**src/rtl/sub_cmp_seq_pkg.sv**
```systemverilog
// Shared types for the multi-cycle subtract/compare unit: FSM encoding and
// parameter sanity helpers used at elaboration.
package sub_cmp_pkg;

    localparam logic [1:0] ST_IDLE = 2'd0;
    localparam logic [1:0] ST_RUN  = 2'd1;
    localparam logic [1:0] ST_DONE = 2'd2;

    typedef enum logic [1:0] {
        IDLE = ST_IDLE,
        RUN  = ST_RUN,
        DONE = ST_DONE
    } state_t;

    function automatic bit chunk_cfg_ok(input int unsigned width, input int unsigned chunk);
        return (chunk != 0) && (width >= chunk) && ((width % chunk) == 0);
    endfunction

    // Chunk index width; kept at least 1 bit so a single-chunk build still elaborates.
    function automatic int unsigned idx_width(input int unsigned nchunk);
        return (nchunk > 1) ? $clog2(nchunk) : 1;
    endfunction

endpackage

```
**src/rtl/sub_cmp_seq_if.sv**
```systemverilog
// Operand/result handshake bundle for sub_cmp_seq; master drives operations,
// slave is the compare unit.
interface sub_cmp_seq_if #(
    parameter int unsigned WIDTH = 32
);
    logic             in_valid;
    logic             in_ready;
    logic [WIDTH-1:0] a;
    logic [WIDTH-1:0] b;
    logic             is_signed;
    logic             out_valid;
    logic             out_ready;
    logic [WIDTH-1:0] s;
    logic             cout;
    logic             overflow;
    logic             is_not_equal;
    logic             is_less_than;

    modport master (
        output in_valid, a, b, is_signed, out_ready,
        input  in_ready, out_valid, s, cout, overflow, is_not_equal, is_less_than
    );

    modport slave (
        input  in_valid, a, b, is_signed, out_ready,
        output in_ready, out_valid, s, cout, overflow, is_not_equal, is_less_than
    );

endinterface

```
**src/rtl/sub_cmp_seq_chunk.sv**
```systemverilog
// CHUNK-bit combinational adder slice computing a + ~b + cin; also exposes the
// carry into its top bit so the caller can derive signed overflow.
module sub_chunk #(
    parameter int unsigned CHUNK = 8
) (
    input  logic [CHUNK-1:0] i_a,
    input  logic [CHUNK-1:0] i_nb,
    input  logic             i_cin,
    output logic [CHUNK-1:0] o_s,
    output logic             o_cout,
    output logic             o_c_msb
);

    logic [CHUNK:0] w_sum;

    assign w_sum   = {1'b0, i_a} + {1'b0, i_nb} + {{CHUNK{1'b0}}, i_cin};
    assign o_s     = w_sum[CHUNK-1:0];
    assign o_cout  = w_sum[CHUNK];
    // Carry into the top bit recovered from the top sum bit and its operands.
    assign o_c_msb = i_a[CHUNK-1] ^ i_nb[CHUNK-1] ^ w_sum[CHUNK-1];

endmodule

```
**src/rtl/sub_cmp_seq.sv**
```systemverilog
// Multi-cycle a-b subtract/compare, CHUNK bits per cycle, LSB chunk first.
// Optional SUB_CMP_SAT_EN: saturate s on overflow/borrow.
module sub_cmp_seq
    import sub_cmp_pkg::*;
#(
    parameter int unsigned WIDTH = 32,
    parameter int unsigned CHUNK = 8
) (
    input  logic          clock,
    input  logic          reset,
    sub_cmp_seq_if.slave  bus
);

    localparam int unsigned NCHUNK = WIDTH / CHUNK;
    localparam int unsigned KW     = idx_width(NCHUNK);
    localparam logic [KW-1:0] LAST_K = KW'(NCHUNK - 1);

    if (!chunk_cfg_ok(WIDTH, CHUNK)) begin : g_cfg_err
        $error("sub_cmp_seq: CHUNK must be nonzero and divide WIDTH");
    end

    state_t           r_state;
    state_t           w_next;
    logic [WIDTH-1:0] r_a;
    logic [WIDTH-1:0] r_nb;
    logic [WIDTH-1:0] r_s;
    logic [WIDTH-1:0] w_s_next;
    logic [KW-1:0]    r_k;
    logic             r_signed;
    logic             r_carry;
    logic             r_nz;
    logic             r_cout;
    logic             r_ovf;
    logic             r_ne;
    logic             r_lt;

    logic [CHUNK-1:0] w_ca;
    logic [CHUNK-1:0] w_cnb;
    logic [CHUNK-1:0] w_sum;
    logic             w_cout;
    logic             w_c_msb;
    logic             w_accept;
    logic             w_last;
    logic             w_sovf;
    logic             w_ovf;
    logic             w_lt;
    logic             w_nz;
    logic             w_in_ready;
    logic             w_out_valid;

    assign w_accept = (r_state == IDLE) && bus.in_valid;
    assign w_last   = (r_state == RUN) && (r_k == LAST_K);

    assign w_ca  = r_a[32'(r_k) * CHUNK +: CHUNK];
    assign w_cnb = r_nb[32'(r_k) * CHUNK +: CHUNK];

    sub_chunk #(.CHUNK(CHUNK)) u_chunk (
        .i_a     (w_ca),
        .i_nb    (w_cnb),
        .i_cin   (r_carry),
        .o_s     (w_sum),
        .o_cout  (w_cout),
        .o_c_msb (w_c_msb)
    );

    // Flags are only meaningful on the last chunk, where the slice sees the MSB.
    assign w_sovf = w_cout ^ w_c_msb;
    assign w_ovf  = r_signed ? w_sovf : ~w_cout;
    assign w_lt   = r_signed ? (w_sum[CHUNK-1] ^ w_sovf) : ~w_cout;
    assign w_nz   = r_nz | (|w_sum);

    always_comb begin
        w_s_next = r_s;
        w_s_next[32'(r_k) * CHUNK +: CHUNK] = w_sum;
`ifdef SUB_CMP_SAT_EN
        // Signed overflow needs opposite operand signs, so a's sign picks the rail.
        if (w_last && w_ovf) begin
            if (!r_signed) begin
                w_s_next = '0;
            end else if (!r_a[WIDTH-1]) begin
                w_s_next = {1'b0, {(WIDTH-1){1'b1}}};
            end else begin
                w_s_next = {1'b1, {(WIDTH-1){1'b0}}};
            end
        end
`endif
    end

    always_ff @(posedge clock or posedge reset) begin
        if (reset) begin
            r_state <= IDLE;
        end else begin
            r_state <= w_next;
        end
    end

    always_comb begin
        w_next = r_state;
        case (r_state)
            IDLE:    if (bus.in_valid)    w_next = RUN;
            RUN:     if (r_k == LAST_K)   w_next = DONE;
            DONE:    if (bus.out_ready)   w_next = IDLE;
            default:                      w_next = IDLE;
        endcase
    end

    always_comb begin
        w_in_ready  = 1'b0;
        w_out_valid = 1'b0;
        case (r_state)
            IDLE:    w_in_ready  = 1'b1;
            DONE:    w_out_valid = 1'b1;
            default: ;
        endcase
    end

    always_ff @(posedge clock or posedge reset) begin
        if (reset) begin
            r_a      <= '0;
            r_nb     <= '0;
            r_s      <= '0;
            r_k      <= '0;
            r_signed <= 1'b0;
            r_carry  <= 1'b0;
            r_nz     <= 1'b0;
            r_cout   <= 1'b0;
            r_ovf    <= 1'b0;
            r_ne     <= 1'b0;
            r_lt     <= 1'b0;
        end else if (w_accept) begin
            r_a      <= bus.a;
            r_nb     <= ~bus.b;
            r_signed <= bus.is_signed;
            r_carry  <= 1'b1;
            r_k      <= '0;
            r_nz     <= 1'b0;
        end else if (r_state == RUN) begin
            r_s     <= w_s_next;
            r_carry <= w_cout;
            r_nz    <= w_nz;
            if (w_last) begin
                r_cout <= w_cout;
                r_ovf  <= w_ovf;
                r_ne   <= w_nz;
                r_lt   <= w_lt;
            end else begin
                r_k <= r_k + KW'(1);
            end
        end
    end

    assign bus.in_ready     = w_in_ready;
    assign bus.out_valid    = w_out_valid;
    assign bus.s            = r_s;
    assign bus.cout         = r_cout;
    assign bus.overflow     = r_ovf;
    assign bus.is_not_equal = r_ne;
    assign bus.is_less_than = r_lt;

endmodule

```
**src/flat_wrapper.sv**
```systemverilog
// flat-port wrapper written by rule: the top's interface ports become plain ports
module sub_cmp_seq_flat import sub_cmp_pkg::*;
#(
    parameter int unsigned WIDTH = 32,
    parameter int unsigned CHUNK = 8
)
  (clock, reset, bus_in_valid, bus_a, bus_b, bus_is_signed, bus_out_ready, bus_in_ready, bus_out_valid, bus_s, bus_cout, bus_overflow, bus_is_not_equal, bus_is_less_than);
  sub_cmp_seq_if #(.WIDTH(WIDTH)) bus_i ();
  input  logic clock;
  input  logic reset;
  input wire logic [$bits(bus_i.in_valid)-1:0] bus_in_valid;
  input wire logic [$bits(bus_i.a)-1:0] bus_a;
  input wire logic [$bits(bus_i.b)-1:0] bus_b;
  input wire logic [$bits(bus_i.is_signed)-1:0] bus_is_signed;
  input wire logic [$bits(bus_i.out_ready)-1:0] bus_out_ready;
  output wire logic [$bits(bus_i.in_ready)-1:0] bus_in_ready;
  output wire logic [$bits(bus_i.out_valid)-1:0] bus_out_valid;
  output wire logic [$bits(bus_i.s)-1:0] bus_s;
  output wire logic [$bits(bus_i.cout)-1:0] bus_cout;
  output wire logic [$bits(bus_i.overflow)-1:0] bus_overflow;
  output wire logic [$bits(bus_i.is_not_equal)-1:0] bus_is_not_equal;
  output wire logic [$bits(bus_i.is_less_than)-1:0] bus_is_less_than;
  assign bus_i.in_valid = bus_in_valid;
  assign bus_i.a = bus_a;
  assign bus_i.b = bus_b;
  assign bus_i.is_signed = bus_is_signed;
  assign bus_i.out_ready = bus_out_ready;
  assign bus_in_ready = bus_i.in_ready;
  assign bus_out_valid = bus_i.out_valid;
  assign bus_s = bus_i.s;
  assign bus_cout = bus_i.cout;
  assign bus_overflow = bus_i.overflow;
  assign bus_is_not_equal = bus_i.is_not_equal;
  assign bus_is_less_than = bus_i.is_less_than;
  sub_cmp_seq #(.WIDTH(WIDTH), .CHUNK(CHUNK)) u_core (.clock(clock), .reset(reset), .bus(bus_i));
endmodule
```
**config.mk**
```make
export PLATFORM = sky130hd
export DESIGN_NAME = sub_cmp_seq_flat
export DESIGN_NICKNAME = d
export VERILOG_FILES = /design/src/rtl/sub_cmp_seq_pkg.sv /design/src/rtl/sub_cmp_seq_if.sv /design/src/rtl/sub_cmp_seq_chunk.sv /design/src/rtl/sub_cmp_seq.sv /design/src/flat_wrapper.sv
export SDC_FILE = /design/constraint.sdc
export NUM_CORES = 1
export LEC_CHECK = 0
export CAP_MARGIN = 20
export CORE_MARGIN = 2
export CORE_UTILIZATION = 31
export CTS_CLUSTER_SIZE = 8
export DETAILED_ROUTE_END_ITERATION = 12
export HOLD_SLACK_MARGIN = 0.08
export PLACE_DENSITY = 0.56
export SLEW_MARGIN = 0
export SYNTH_ARGS = -nofsm -noshare
export SYNTH_HDL_FRONTEND = slang
export SYNTH_SLANG_ARGS = --single-unit
```
**constraint.sdc**
```tcl
create_clock -name clock -period 7.2 [get_ports clock]
set_input_delay 1.44 -clock clock [delete_from_list [all_inputs] [get_ports clock]]
set_output_delay 1.44 -clock clock [all_outputs]
set_load 0.05 [all_outputs]
```
==> impl_metrics.csv <==
group,metric,value,unit
floorplanning,die_w,128.4,um
synthesis,async_flop_share,1.000,
synthesis,seq_area_frac_synth,0.5583,
clocking,clk_pin_slew,70,ps
detailed_routing,wire_per_inst,16.56,um
pwr,p_per_area,522.1,nW/um^2
detailed_routing,viasPerCell,4.870,
global_routing,grt-ovfl-total,0,
global_routing,grt_usage,0.1548,
setup_path,critPathArrivalTime,3830,ps
sta,fin_tns_setup,0,ps
clocking,cts-root-buf,"clkbuf_16",
placement,io_buffers,106,
setup_path,reg2reg_depth,8,
synthesis,synth_warnings,0,
layout,fillCellCount,1401,
global_routing,grt_pass1_wl,19440,um
global_routing,grt_max_degree,98,
synthesis,synth_nets,513,
sta,drv_slew,0,
detailed_routing,drt_first_pass_iters,5,
placement,hpwl,8621,um
global_routing,antenna_found_initial,0,
synthesis,ys_ff_latch,107,
layout,area_growth_syn_to_layout,31.91,%
setup_path,crit_required,7420,ps
global_routing,gr-usage-met2,0.2337,
pwr,p_leak,2.903,nW
global_routing,grt_pass1_vias,3659,
clocking,post-cts-setup-buffers,0,
detailed_routing,drcViolationCount,0,
sta,rsz0062_at_grt,"false",
setup_path,end_kind,"flop",
clocking,cts_tree,"yes",
clocking,cts_buffer_depth,2,
worst_hold_path,hold_class,"reg -> reg",
floorplanning,floorplan.initialDensity,0.3166,
layout,layout_common_cells,"138 x nand2_1, 107 x dfrtp_1, 106 x clkdlybuf4s50_1",
run_status,status,"finished clean",
synthesis,synthFlopType,"dfrtp_1",
floorplanning,die_area,16480,sq um
sta,hold_viol,0,
detailed_routing,drt_iter0_drc,187,
layout,diodes,0,
setup_path,path_class,"reg -> reg",
layout,drive_above_1_share,0.09533,
run,maxCapViolCount,0,
clocking,cts_buffers,9,
detailed_routing,totalWireLength,11980,um
sta,hold_ws,473.8,ps
sta,fmax,277.2,MHz
sta,setup_viol,0,
clocking,htree_levels,3,
sta,period_needed,3608,ps
sta,maxSlewHeadroom,0.3630,
clocking,clk_latency,360,ps
floorplanning,dieHeight,128.4,um
sta,skew,8.476,ps
setup_path,cp_max_fo,22,
floorplanning,core,15150,sq um
synthesis,syn_avg_cell_area,11.18,sq um
synthesis,synth-edff-count,0,
floorplanning,io_pins,107,
layout,finish.net_count,614,
detailed_routing,postRouteAntennaNets,0,
clocking,cts-hold-fix-buffers,0,
sta,period_share,0.5011,
clocking,cts_num_sinks,107,
layout,regArea,2678,sq um
pwr,max-vdd-ir-drop,0.0002635,V
floorplanning,placement_rows,45,
clocking,cts_resized,0,
synthesis,ys_types,46,
setup_path,cp-start-kind,"flop",
placement,gp_congestion,0.7658,
global_routing,gr-usage-met1,0.2175,
detailed_routing,dr_total_vias,3521,
worst_hold_path,hold_depth,2,
synthesis,synthCells,429,
synthesis,synth_area,4796,sq um
global_routing,grt_use_met3,0.04241,
layout,layout_commonest_cell,"nand2_1",
global_routing,busiest_layer,"met2",
sta,tightest_slew,955.5,ps
layout,multiInputGateArea,2018,sq um
-- critical path: stages (launching register included) --
cell and delay, ps:
dfrtp_1 970, mux4_2 450, fa_1 470, fa_1 420, a21o_2 240, a221oi_2 270, xnor2_1 230, nor4_2 310
a21oi_1 110
-- cell type report --
cell class | instances | share of cell area
clock buffers | 11 | 0.03837
clock inverters | 5 | 0.004549
inverters | 6 | 0.003956
multi-input cells | 296 | 0.3190
flip-flops and latches | 107 | 0.4233
well taps | 188 | 0.03718
repair buffers | 110 | 0.1737
-- where the power goes --
group | total [mW] | switching [mW] | internal [mW]
Sequential | 1.03 | 0.180 | 0.849
Combinational | 1.81 | 1.10 | 0.710
Clock | 0.463 | 0.221 | 0.242
-- per-layer routing --
metal / vias up / wire length, um
met5: - / 0
met4: 0 / 172
met3: 15 / 589
met2: 91 / 5364
met1: 1713 / 5849
li1: 1702 / -
-- synthesized netlist by cell type, drive strengths merged, types with 2 or more instances --
library cell	number	share of area
nor4b	4	0.013
dfrtp	107	0.56
xnor2	3	0.0055
xor2	2	0.0037
nor2	5	0.0039
ha	13	0.034
nand2	141	0.11
mux4	16	0.075
a21o	3	0.0050
mux2	2	0.0047
and3	2	0.0037
a22o	35	0.064
inv	6	0.0047
nor2b	2	0.0026
or4	2	0.0039
clkbuf	15	0.012
o21ai	37	0.039
and2	2	0.0031
a21oi	7	0.0073
nand2b	2	0.0026
nor4	2	0.0070
fa	2	0.0083
buf	5	0.0050
-- state kept, by name, indices dropped and copies added, names as in the netlist --
| name | count |
|---|---|
| u_core.bus.is_not_equal | 1 |
| u_core.bus.is_less_than | 1 |
| u_core.r_nz | 1 |
| u_core.r_signed | 1 |
| u_core.r_carry | 1 |
| u_core.r_a | 32 |
| u_core.r_state | 2 |
| u_core.bus.cout | 1 |
| u_core.bus.overflow | 1 |
| u_core.r_nb | 32 |
| u_core.bus.s | 32 |
| u_core.r_k | 2 |
-- cells by family (layout without fill, tap and decap cells) --
family / count (synthesis) / in the layout / synth area share
AND/OR/NAND/NOR: 166 / 166 / 0.1563
flip-flops: 107 / 107 / 0.5583
AO/OA/AOI/OAI: 92 / 92 / 0.1328
buffers and inverters: 26 / 132 / 0.02139
multiplexers: 18 / 18 / 0.07983
adder cells (fa/ha/maj): 15 / 15 / 0.04227
XOR/XNOR: 5 / 5 / 0.009133
-- final timing paths --
| kind | end | from | slack, ps |
|---|---|---|---|
| hold / removal | u_core.r_a[18] | u_core.r_a[18] | 470 |
| setup / recovery | u_core.r_nz | u_core.r_k[1] | 3590 |
| max in group asynchronous | u_core.r_a[25] | reset | 4490 |
| hold reg to reg | u_core.r_a[18] | u_core.r_a[18] | 470 |
| setup reg to reg | u_core.r_nz | u_core.r_k[1] | 3590 |
| min in group asynchronous | u_core.bus.s[15] | reset | 1480 |
-- metrics by stage --
stage	area [sq um]	utilization	setup WS, ps	instances	total power, mW
2_1_floorplan	4796	-	2943	429	2.293
3_3_place_gp	6040	0.3988	3664	706	2.817
3_5_place_dp	6040	0.3988	3545	706	2.865
4_1_cts	6311	0.4167	3575	722	3.335
5_1_grt	6326	0.4177	3381	723	3.540
6_report	6326	0.4177	3592	723	3.303
Power figures use the tool's default switching activity.
==> edit 1: new RTL, same flow settings <==
Build with the macro `SUB_CMP_SAT_EN` defined.
--- a/src/rtl/sub_cmp_seq.sv
+++ b/src/rtl/sub_cmp_seq.sv
@@ -1,5 +1,7 @@
 // Multi-cycle a-b subtract/compare, CHUNK bits per cycle, LSB chunk first.
 // Optional SUB_CMP_SAT_EN: saturate s on overflow/borrow.
+`define SUB_CMP_SAT_EN
+
 module sub_cmp_seq
     import sub_cmp_pkg::*;
 #(
Behaviour: not the same (Yosys sat finds a counterexample within 10 cycles, from zero or initial values and one cycle with reset high).
==> edit 1 against the unedited design <==
Cell area up 7.5%; sequential cell count stayed put; setup slack got worse by 460 ps; synthesized area grew 8.9%; via count up 19%; wire length up 13%; non-clock buffer count is 2 higher; worst hold slack lost 3.5 ps; fmax shrank 11%.
Power is not shown: default switching activity piles up to over one toggle a cycle in this logic, so the estimate is an artifact.
==> edit 1: results (changes against the unedited design) <==
| Metric | Value |
|---|---|
| Outcome | finished, final reports clean |
| Drt wl/cell | 16.0 um (-3.6%) |
| Cells after synthesis | 531 (+24%) |
| CTS Sinks | 107 (unchanged) |
| Skew-Pair Late Insertion Delay | 360 ps (about the same) |
| First-pass GRT wire length | 22.2 mm (+14%) |
| Crit-path leading delay family | multiplexers |
| Clk_skew | 10.8 ps (+2.34 ps) |
| DPL Wire Length | 9.97 mm (+16%) |
| Worst path arrival time | 4370 ps (+540 ps) |
| Inserted Clock Buffers | 9 (unchanged) |
| Area growth, synth to finish | 30.2% |
| CP max FO | 20 (-9.1%) |
| Clock Path Buffers | 2 (unchanged) |
| Fill count | 1613 (+15%) |
| #MultiIn Comb | 386 (+30%) |
| Non-clock inverter total of the final layout | 10 (+4) |
| Hold crit path type | reg2reg |
| Data buffer area share | 0.166 (-0.00806) |
| Seq area share | 0.394 (-0.0295) |
| CP peak stage delay | 880 ps (-90 ps) |
| Clk root buf | clkbuf_16 |
| Post_cts resized | 0 (unchanged) |
| Main flop type after synthesis | dfrtp_1 |
| Yosys warns | 0 (unchanged) |
| Area fraction in compound gates after synthesis | 0.147 (+0.0143) |
| Plain + repair buffers | 112 (+1.8%) |
| Worst-path clk slew | 70 ps (about the same) |
| Multiplexer share of the synthesized area | 0.0829 (+0.00306) |
| Post-Synth XOR/XNOR Area | 0.00839 (-0.000746) |
| Share of cells above drive strength 1 | 0.0935 (-0.00182) |
| Overall Global Routing Usage | 0.160 (+0.00482) |
| Synth cell types | 54 (+17%) |
| Largest family of logic cells by synthesized area | simple AND/OR/NAND/NOR gates |
| Clk tree area frac | 0.0449 (+0.00197) |
| H-Tree Depth | 3 (unchanged) |
| I/O Buffers | 106 (unchanged) |
| Vias/cell | 4.93 (+1.2%) |
| Placed Instance Area | 6470 um^2 (+7.1%) |
| Tightest Pin Transition | 870 ps (-85.4 ps) |
| Final setup fails | 0 (unchanged) |
| Largest net degree at the start of global routing | 100 (+2.0%) |
| Placed Cells | 834 (+18%) |
| Adder-cell share of the synthesized area | 0.0340 (-0.00824) |
| Area of the multi-input gates | 2380 um^2 (+18%) |
| CLK BUF | 12 (+1) |
| Drt pass-1 iters | 4 (-1) |
| Sequential area share after synthesis | 0.513 (-0.0456) |
| Total nets after synthesis | 613 (+19%) |
| Gpl congestion | 0.849 (+11%) |
| Vias in the first global route | 4260 (+16%) |
| Synth cell count leaders | nand2_1, dfrtp_1, o21ai_0 |
| Dpl ws | 3120 ps (-425 ps) |
| Ranking of synthesized cells by area | dfrtp_1, nand2_1, mux4_2 |
| Via count | 4195 (+19%) |
| Initial antenna violation count | 0 (unchanged) |
| Setup bufs post-CTS | 0 (unchanged) |
| Nets | 708 (+15%) |
| N_diodes | 0 (unchanged) |
| Iteration-0 DRC Markers | 204 (+9.1%) |
## edit 1: metal layers
metal	global-route usage	up-vias	part of all wire
met1	0.204	2028	0.44
met5	0	-	0
met3	0.0438	18	0.053
li1	-	2019	-
met4	0.0461	0	0.017
met2	0.267	130	0.49
## edit 1: path summary, 6_finish.rpt
check | from | endpoint | slack (ps) | cells after the start
worst max-delay path | u_core.r_k[1]$_DFFE_PP0P_ | u_core.bus.s[31]$_DFFE_PP0P_ | 3130 | 10
worst min-delay path | u_core.r_a[11]$_DFFE_PP0P_ | u_core.r_a[11]$_DFFE_PP0P_ | 470 | 2
worst max register to register | u_core.r_k[1]$_DFFE_PP0P_ | u_core.bus.s[31]$_DFFE_PP0P_ | 3130 | 10
worst min register to register | u_core.r_a[11]$_DFFE_PP0P_ | u_core.r_a[11]$_DFFE_PP0P_ | 470 | 2
max in group asynchronous | reset | u_core.r_nb[29]$_DFFE_PP0P_ | 4810 | 4
min in group asynchronous | reset | u_core.bus.s[1]$_DFFE_PP0P_ | 1410 | 2
==> edit 2: new RTL, same flow settings <==
Made on the original files. Make the reset (`reset`) synchronous in 2 clocked blocks.
--- a/src/rtl/sub_cmp_seq.sv
+++ b/src/rtl/sub_cmp_seq.sv
@@ -86,7 +86,7 @@
 `endif
     end
 
-    always_ff @(posedge clock or posedge reset) begin
+    always_ff @(posedge clock) begin
         if (reset) begin
             r_state <= IDLE;
         end else begin
@@ -114,7 +114,7 @@
         endcase
     end
 
-    always_ff @(posedge clock or posedge reset) begin
+    always_ff @(posedge clock) begin
         if (reset) begin
             r_a      <= '0;
             r_nb     <= '0;
Function: differs if reset is asserted again (counterexample within 4 cycles, from zero or initial values and one cycle with reset high); with reset held inactive, the same outputs for 10 cycles.
==> edit 2 against the unedited design <==
Via count up 5.4%; wire length is 2.5% lower; synthesized area is 5.9% lower; cell area down 4.3%; non-clock buffer count decreased by 3; utilization rose by 0.35 points; first-iteration DRC count up 13%; fmax down 0.55%; global-route usage is 0.13 points lower; sequential cell count is the same; setup slack got worse by 20 ps; critical endpoint is now u_core.r_nz$_SDFFE_PP0P_; largest cell class is now multi-input gates.
Power is not compared: it rests on default switching activity, and its combinational part moved more than twofold at a synthesized area within 25%.
==> edit 2: results (changes against the unedited design) <==
| Metric | Value |
|---|---|
| Placed Instance Area | 5670 um^2 (-6.0%) |
| Iteration-0 DRC Markers | 212 (+13%) |
| Hold Path Depth | 2 (unchanged) |
| Synth cell types | 33 (-28%) |
| Hold crit path type | reg2reg |
| Setup bufs post-CTS | 0 (unchanged) |
| Post_cts resized | 0 (unchanged) |
| Share of the synthesized area in the top cell type | 0.475 (-0.0834) |
| N_diodes | 0 (unchanged) |
| Worst-path clk slew | 70 ps (about the same) |
| Total nets after synthesis | 564 (+9.9%) |
| Share of cells above drive strength 1 | 0.0771 (-0.0183) |
| FFs w/ async S/R, synth | 0 (-1.00) |
| Crit Path Class | reg2reg |
| Clk_skew | 8.39 ps (-0.0889 ps) |
| Tightest Pin Transition | 1090 ps (+134 ps) |
| Outcome | finished, final reports clean |
| Final Hold Viols | 0 (unchanged) |
| Overall Global Routing Usage | 0.154 (-0.00129) |
| CP max FO | 23 (+4.5%) |
| Gpl congestion | 0.826 (+7.8%) |
| Synth cell count leaders | dfxtp_1, nor2_1, nand2_1 |
| Worst r2r path cells | 10 (+2) |
| DPL Wire Length | 8.47 mm (-1.7%) |
| Sequential area share after synthesis | 0.475 (-0.0834) |
| First-pass GRT wire length | 19.2 mm (-1.4%) |
| Maximum vdd drop | 0.132 mV |
| Clock Path Buffers | 2 (unchanged) |
| R2R Setup Slk | 3570 ps (-20 ps) |
| Initial antenna violation count | 0 (unchanged) |
| Max Cap Violations | 0 (unchanged) |
| WL final | 11.7 mm (-2.5%) |
| Drt pass-1 iters | 4 (-1) |
| H-Tree Depth | 3 (unchanged) |
| Ranking of synthesized cells by area | dfxtp_1, mux4_2, nor2_1 |
| Worst path arrival time | 3810 ps (-20 ps) |
| Skew-Pair Late Insertion Delay | 340 ps (-20 ps) |
| Reg area | 2140 um^2 (-20%) |
| Nets | 650 (+5.9%) |
| Clk root buf | clkbuf_16 |
| Largest net degree at the start of global routing | 108 (+10%) |
| Via count | 3711 (+5.4%) |
| Inserted Clock Buffers | 9 (unchanged) |
| Fill count | 1407 (+0.43%) |
| I/O Buffers | 106 (unchanged) |
| Crit path from | u_core.r_k[0]$_SDFFE_PP0P_ |
| Yosys warns | 0 (unchanged) |
| End point of the critical path | u_core.r_nz$_SDFFE_PP0P_ |
| Leak pwr | 2.17 nW |
[edit 2: cell types whose count changed after synthesis, sizes merged, moves of 3 or more]
| cell | before | now |
|---|---|---|
| dfrtp | 107 | 0 |
| dfxtp | 0 | 107 |
| nor2 | 5 | 76 |
| nand2 | 141 | 72 |
| a211oi | 0 | 38 |
| a22o | 35 | 0 |
| o21ai | 37 | 4 |
| a21oi | 7 | 39 |
| a22oi | 0 | 32 |
| clkbuf | 15 | 25 |
| inv | 6 | 11 |
| nor3 | 1 | 5 |
| nor4b | 4 | 1 |
[edit 2: area by class of cell]
cell class                 instances  area share
timing repair buffer             107       0.179
inverter                          11     0.00682
sequential                       107       0.354
clock buffer                      10      0.0395
clock inverter                     6      0.0184
multi-input combinational        330       0.364
tap                              184      0.0380
[edit 2: per-layer routing]
layer	global-route usage	up-vias	routed length [um]
li1	-	1865	-
met1	0.201	1741	5310
met2	0.252	95	5660
met3	0.0326	10	527
met4	0.0535	0	184
met5	0	-	0
[edit 2: power breakdown]
| part | switching [mW] | total (mW) | internal (mW) |
|---|---|---|---|
| Clock | 0.213 | 0.563 | 0.350 |
| Sequential | 0.0235 | 0.646 | 0.622 |
| Combinational | 0.116 | 0.213 | 0.0971 |
[edit 2: critical path: stages (launching register included)]
cell	delay (ps)
dfxtp_2	860
mux4_2	610
fa_1	450
inv_1	100
fa_1	210
nand2b_1	150
a21oi_1	80
xor2_1	190
or4_1	560
nor3_2	140
a211oi_1	90
[edit 2: cell families after synthesis]
group,count (synthesis),synth area share
simple gates,169,0.167
compound gates,121,0.178
flops,107,0.475
buf+inv,43,0.0377
mux,18,0.0843
fa+ha+maj,15,0.0449
xor+xnor,7,0.0136
[edit 2: stage by stage]
| step | setup WS, ps | hold WS, ps | instances |
|---|---|---|---|
| after CTS | 3540 | 456 | 754 |
| after global routing | 3250 | 474 | 755 |
| after detailed placement | 3550 | 447 | 738 |
| after global placement | 3630 | 441 | 738 |
| final | 3570 | 453 | 755 |
| after floorplan | 3640 | 433 | 480 |
[edit 2: how the worst min path moves through the flow]
stage / from / end
6_report: u_core.r_a[4]$_SDFFE_PP0P_ / u_core.r_a[4]$_SDFFE_PP0P_
5_1_grt: u_core.r_a[9]$_SDFFE_PP0P_ / u_core.r_a[9]$_SDFFE_PP0P_
4_1_cts: u_core.r_a[9]$_SDFFE_PP0P_ / u_core.r_a[9]$_SDFFE_PP0P_
3_5_place_dp: u_core.r_a[9]$_SDFFE_PP0P_ / u_core.r_a[9]$_SDFFE_PP0P_
3_3_place_gp: u_core.r_a[5]$_SDFFE_PP0P_ / u_core.r_a[5]$_SDFFE_PP0P_
2_1_floorplan: u_core.r_a[16]$_SDFFE_PP0P_ / u_core.r_a[16]$_SDFFE_PP0P_
